$ cat src/rtl/mult8_rev_ctrl.sv
// Reversible 8x8 multiplier and the controller that time-shares it between a
// forward (a*b) channel and a reverse (p, a -> b) channel with a valid/ready response port.

module mult8_rev (
    input  logic        dir,
    input  logic [7:0]  f_a,
    input  logic [7:0]  f_b,
    input  logic [15:0] r_p,
    input  logic [7:0]  r_b0_r_b,
    input  logic [47:0] r_b27,
    input  logic        r_x_c0,
    output logic [15:0] f_p,
    output logic [7:0]  f_b0_r_b,
    output logic [47:0] f_b27_r_b,
    output logic        f_x_c0_b,
    output logic [7:0]  r_a,
    output logic [7:0]  r_b
);
    logic [7:0]  a_rev;
    logic [8:0]  rem;
    logic [15:0] quo;

    // Forward: product plus ancilla lines that must come back clean (A copied into b0).
    always_comb begin
        f_p       = dir ? 16'h0000 : 16'(f_a) * 16'(f_b);
        f_b0_r_b  = dir ? 8'h00 : (f_a ^ r_b0_r_b);
        f_b27_r_b = dir ? 48'h0 : r_b27;
        f_x_c0_b  = dir ? 1'b0 : r_x_c0;
    end

    // Reverse: recover A from the ancilla and B = P / A; no 8-bit preimage yields 0.
    always_comb begin
        a_rev = r_b0_r_b ^ f_a;
        rem   = 9'h000;
        quo   = 16'h0000;
        for (int i = 15; i >= 0; i--) begin
            rem = {rem[7:0], r_p[i]};
            if (rem >= {1'b0, a_rev}) begin
                rem    = rem - {1'b0, a_rev};
                quo[i] = 1'b1;
            end
        end
        r_a = dir ? a_rev : 8'h00;
        r_b = (dir && a_rev != 8'h00 && quo[15:8] == 8'h00) ? quo[7:0] : 8'h00;
    end
endmodule

module mult8_rev_ctrl #(
    parameter int unsigned DIR_SETTLE = 1
) (
    input  logic        clk,
    input  logic        rst,
    input  logic        fwd_valid,
    output logic        fwd_ready,
    input  logic [7:0]  fwd_a,
    input  logic [7:0]  fwd_b,
    input  logic        rev_valid,
    output logic        rev_ready,
    input  logic [15:0] rev_p,
    input  logic [7:0]  rev_a,
    output logic        rsp_valid,
    input  logic        rsp_ready,
    output logic        rsp_dir,
    output logic [15:0] rsp_data,
    output logic [7:0]  rsp_anc,
    output logic        rsp_err,
    output logic [7:0]  fwd_done,
    output logic [7:0]  rev_done,
    output logic [7:0]  err_count
);
    localparam int unsigned SET_W = (DIR_SETTLE > 1) ? $clog2(DIR_SETTLE) : 1;

    typedef enum logic [1:0] {IDLE, SETTLE, EXEC, HOLD} state_t;

    state_t             state, state_d;
    logic               dir_q, last_grant;
    logic [7:0]         op_a, op_b;
    logic [15:0]        op_p;
    logic [SET_W-1:0]   settle_cnt;
    logic               grant_fwd, accept, acc_dir, settle_done, exec, fwd_err, rev_err;

    logic [7:0]  m_f_a, m_f_b, m_r_b0, m_f_b0, m_r_a, m_r_b;
    logic [15:0] m_r_p, m_f_p;
    logic [47:0] m_f_b27;
    logic        m_f_x_c0;

    always_ff @(posedge clk) begin
        if (rst) state <= IDLE;
        else     state <= state_d;
    end

    // Arbitration, handshakes and next state; last_grant = 1 means reverse won last.
    always_comb begin
        state_d     = state;
        grant_fwd   = fwd_valid & (~rev_valid | last_grant);
        fwd_ready   = ~rst & (state == IDLE) & fwd_valid & grant_fwd;
        rev_ready   = ~rst & (state == IDLE) & rev_valid & ~grant_fwd;
        accept      = fwd_ready | rev_ready;
        acc_dir     = rev_ready;
        settle_done = (32'(settle_cnt) + 32'd1) >= DIR_SETTLE;
        case (state)
            IDLE:   if (accept) state_d = (acc_dir != dir_q && DIR_SETTLE > 0) ? SETTLE : EXEC;
            SETTLE: if (settle_done) state_d = EXEC;
            EXEC:   state_d = HOLD;
            HOLD:   if (rsp_ready) state_d = IDLE;
            default: state_d = IDLE;
        endcase
    end

    // Multiplier is only driven from the operand registers during EXEC.
    always_comb begin
        exec   = (state == EXEC);
        m_f_a  = (exec & ~dir_q) ? op_a : 8'h00;
        m_f_b  = (exec & ~dir_q) ? op_b : 8'h00;
        m_r_p  = (exec &  dir_q) ? op_p : 16'h0000;
        m_r_b0 = (exec &  dir_q) ? op_a : 8'h00;
    end

    mult8_rev u_mult (
        .dir       (dir_q),
        .f_a       (m_f_a),
        .f_b       (m_f_b),
        .r_p       (m_r_p),
        .r_b0_r_b  (m_r_b0),
        .r_b27     (48'h0),
        .r_x_c0    (1'b0),
        .f_p       (m_f_p),
        .f_b0_r_b  (m_f_b0),
        .f_b27_r_b (m_f_b27),
        .f_x_c0_b  (m_f_x_c0),
        .r_a       (m_r_a),
        .r_b       (m_r_b)
    );

    always_comb begin
        fwd_err = (|m_f_b27) | m_f_x_c0 | (m_f_b0 != op_a);
        rev_err = (m_r_a != op_a) | ((16'(m_r_b) * 16'(op_a)) != op_p);
    end

    always_ff @(posedge clk) begin
        if (rst) begin
            dir_q      <= 1'b0;
            last_grant <= 1'b1;
            op_a       <= 8'h00;
            op_b       <= 8'h00;
            op_p       <= 16'h0000;
            settle_cnt <= '0;
            rsp_valid  <= 1'b0;
            rsp_dir    <= 1'b0;
            rsp_data   <= 16'h0000;
            rsp_anc    <= 8'h00;
            rsp_err    <= 1'b0;
            fwd_done   <= 8'h00;
            rev_done   <= 8'h00;
            err_count  <= 8'h00;
        end else begin
            settle_cnt <= (state == SETTLE) ? settle_cnt + SET_W'(1) : '0;
            if (accept) begin
                dir_q      <= acc_dir;
                last_grant <= acc_dir;
                op_a       <= acc_dir ? rev_a : fwd_a;
                op_b       <= fwd_b;
                op_p       <= rev_p;
            end
            if (exec) begin
                rsp_valid <= 1'b1;
                rsp_dir   <= dir_q;
                rsp_data  <= dir_q ? {m_r_a, m_r_b} : m_f_p;
                rsp_anc   <= dir_q ? 8'h00 : m_f_b0;
                rsp_err   <= dir_q ? rev_err : fwd_err;
            end
            if (state == HOLD && rsp_ready) begin
                rsp_valid <= 1'b0;
                if (rsp_dir) rev_done <= rev_done + 8'd1;
                else         fwd_done <= fwd_done + 8'd1;
                if (rsp_err && err_count != 8'hFF) err_count <= err_count + 8'd1;
            end
        end
    end
endmodule

$ cat config.mk
export PLATFORM = sky130hd
export DESIGN_NAME = mult8_rev_ctrl
export DESIGN_NICKNAME = d
export VERILOG_FILES = /design/src/rtl/mult8_rev_ctrl.sv
export SDC_FILE = /design/constraint.sdc
export NUM_CORES = 1
export LEC_CHECK = 0
export ABC_AREA = 1
export CORE_MARGIN = 2
export CORE_UTILIZATION = 45
export CTS_BUF_LIST = sky130_fd_sc_hd__clkbuf_16
export CTS_CLUSTER_SIZE = 12
export DETAILED_ROUTE_END_ITERATION = 12
export HOLD_SLACK_MARGIN = 0.08
export PLACE_DENSITY = 0.72
export SLEW_MARGIN = 25
export SYNTH_ARGS = -nofsm -noshare
export SYNTH_HDL_FRONTEND = slang
export SYNTH_SLANG_ARGS = --single-unit
$ cat constraint.sdc
create_clock -name clk -period 29.3 [get_ports clk]
set_input_delay 5.86 -clock clk [delete_from_list [all_inputs] [get_ports clk]]
set_output_delay 5.86 -clock clk [all_outputs]
set_load 0.005 [all_outputs]
==> metrics.md <==
| Metric | Value |
|---|---|
| Post-DP HPWL | 34800 um |
| Worst slew margin | 37.0% |
| CP arrival | 27.34 ns |
| CTS tree | built |
| Fmax | 0.0369 GHz |
| Multi-input logic area | 11500 um^2 |
| Hold endpoint | rsp_anc[3] |
| Synthesized area | 14600 um^2 |
| Via count | 15153 |
| Max Slew Vio Count | 0 |
| Area grow syn2layout | 16.8% |
| Total CTS buffers | 9 |
| Post-synthesis sequential area ratio | 11.9% |
| Setup Skew | 0.00609 ns |
| Cells after Synth | 2242 |
| Clock root cell | clkbuf_16 |
| First-pass GRT wire length | 71800 um |
| Overall routing resource usage | 26.2% |
| Crit path max fanout | 15 |
| Xor/xnor share of the synthesized area | 5.92% |
| Largest net degree at the start of global routing | 55 |
| Max clock buf depth | 2 |
| Hold depth | 2 |
| Detailed-router iteration count before antenna repair | 5 |
| Number of fill cells | 3186 |
| CTS H-tree lvls | 3 |
| Reg2reg start | state[0] |
| Setup ws final | 2.18 ns |
| Initial antenna violation count | 0 |
| DRC violations left | 0 |
| Warnings from Yosys | 0 |
| Port-buffer cells | 97 |
| Vias in the first global route | 14743 |
| Setup WS pre-CTS | 0.367 ns |
| Die Ht | 184 um |
| Commonest non-fill, non-tap cell in the layout | nand2_1 |
| Main combinational cell family by area after synthesis | simple AND/OR/NAND/NOR gates |
| Clock Latency Late Sink | 0.35 ns |
| Die area | 34000 um^2 |
| HP Class | flip-flop to flip-flop |
| Die Wd | 184 um |
| # diodes | 0 |
| Commonest non-fill, non-tap cells in the layout | 484 x nand2_1, 369 x inv_1, 205 x nor2_1 |
| Simple-gate area share of the yosys netlist | 29.5% |
| Post-route ant nets | 0 |
| Final nets | 2685 |
| Startpoint types | flip-flop |
| Synthesized area per cell | 6.53 um^2 |
| Synth Area in Adders | 27.0% |
| Num rows | 66 |
| Largest stage delay, worst path | 0.53 ns |
| Run status | complete, no violations |
| DRT Wirelength | 45000 um |
| FF/Latch Area | 1740 um^2 |
| Synth unique cells | 48 |
| Post-synthesis compound-gate area fraction | 13.9% |
| Placer Congestion | 0.970 |
| Slew @ Worst Pin | 0.943 ns |
| GRT overflow | 0 |
| Syn nets | 2560 |
| HP Start | rsp_anc[3] |
| Routed WL per cell | 16.0 um |
| CP endpoint kind | flip-flop |
| Min cycle time layout | 27.12 ns |
| Critical path's slowest cell | fa_1 |
| Core area | 32300 um^2 |
| WP data required | 29.52 ns |
| Share of cells above drive strength 1 | 10.4% |
| Tcrit/Tclk final | 92.6% |
| Multiplexer share of the synthesized area | 0% |
| Final setup vio count | 0 |
| Number of cells on the worst reg-to-reg path | 183 |
| Ports | 98 |
| RR Endpoint | rsp_err |
| Most frequent cell on the critical path | nand2_1 |
| Max-cap violations | 0 |
| Vias/cell | 5.38 |
| Clk slew on worst S/H paths | 0.07 ns |
| Sink Count | 87 |
| Hold Vio Cnt, Final | 0 |
| Post-CTS Hold Fix Bufs | 0 |
| #FFs+latches synth | 87 |
| DRT iter0 DRCs | 986 |
| Initial Utilization | 45.3% |
| Setup Crit Path Kind | flip-flop to flip-flop |
| Reg2reg setup slack | 2.18 ns |
repair_timing:
action                     in CTS  in global routing
setup endpoints to repair       0                  1
buffers inserted                0                 37
resized for setup               0                125
state kept, by name, summed over array words and instances, names as in the netlist:
| signal | cells |
|---|---|
| rsp_data | 16 |
| op_p | 16 |
| op_b | 8 |
| rsp_dir | 1 |
| rev_done | 8 |
| dir_q | 1 |
| fwd_done | 8 |
| rsp_err | 1 |
| state | 2 |
| rsp_anc | 8 |
| last_grant | 1 |
| op_a | 8 |
| rsp_valid | 1 |
| err_count | 8 |
layer usage:
metal	track usage, %	share of wire [%]	vias to the layer above
met5	0	0	-
met4	9.22	3.3	0
met3	4.25	6.4	115
met2	45.2	48	499
met1	33.0	43	7068
li1	-	-	7471
cells by family (layout without fill, tap and decap cells):
| family | count (synthesis) | count (layout) |
|---|---|---|
| simple gates | 968 | 968 |
| buf+inv | 450 | 580 |
| compound gates | 365 | 365 |
| fa+ha+maj | 273 | 273 |
| xor+xnor | 99 | 99 |
| flops | 87 | 87 |
critical path: cells and delay by family, from the launching register on:
kind / cells / cell delay, ns
and+or+nand+nor: 79 / 8.28
adders and majority gates: 23 / 7.46
AOI/OAI and AO/OA: 43 / 7.00
buffers and inverters: 35 / 3.27
xor gates and xnor gates: 3 / 0.52
DFF: 1 / 0.34
cell type report:
class / instances / share of cell area [%]
tap: 442 / 3.24
timing repair buffer: 149 / 8.01
clock buffer: 9 / 1.32
multi-input combinational: 1705 / 67.4
sequential: 87 / 10.2
clock inverter: 7 / 0.417
inverter: 412 / 9.32
timing repair inverter: 3 / 0.117
metrics by stage:
step / TNS [ns] / util, % / instance area, um^2 / hold slack [ns] / cells
floorplan: 0 / - / 14600 / 0.439 / 2242
global placement: 0 / 49.9 / 16100 / 0.451 / 2758
detailed placement: 0 / 49.9 / 16100 / 0.454 / 2758
CTS: 0 / 50.8 / 16400 / 0.464 / 2774
global route: -0.199 / 52.9 / 17100 / 0.489 / 2814
finish: 0 / 52.9 / 17100 / 0.465 / 2814
synth_stat cells (all sizes together):
cell       n  area share [%]
xor2      59             3.5
o21a      10            0.51
o21bai    26             1.3
buf       12            0.48
a211o      1           0.060
nor3b      1           0.051
nor4b      1           0.060
nand4     52             2.2
and3       1           0.043
clkbuf    26            0.67
nor4       4            0.17
nor3      10            0.34
xnor2     40             2.4
clkinv     3           0.085
a21o       7            0.36
o21ai    153             5.2
fa        72             9.8
or2        5            0.21
o221ai     2            0.16
nand3b     7            0.36
a21oi    126             4.4
a31oi     27             1.2
nor2     218             5.8
nand2    531              15
dfxtp     87              12
nand3    138             5.4
a22oi      1           0.085
o2111ai    1           0.060
inv      409              11
a21boi     1           0.051
a2111oi    2            0.12
a211oi     4            0.21
o31ai      3            0.15
ha       201              17
o22ai      1           0.043
worst max path at each step:
stage	from	end	slack (ns)	cells past startpoint
2_1_floorplan	state[0]	rsp_err	3.28	196
4_1_cts	state[0]	rsp_err	0.27	190
5_1_grt	state[0]	rsp_err	-0.20	190
3_5_place_dp	state[0]	rsp_err	0.37	190
3_3_place_gp	state[0]	rsp_err	0.82	190
6_report	state[0]	rsp_err	2.18	183
Power is not shown: default switching activity piles up to over one toggle a cycle in this logic, so the estimate is an artifact.
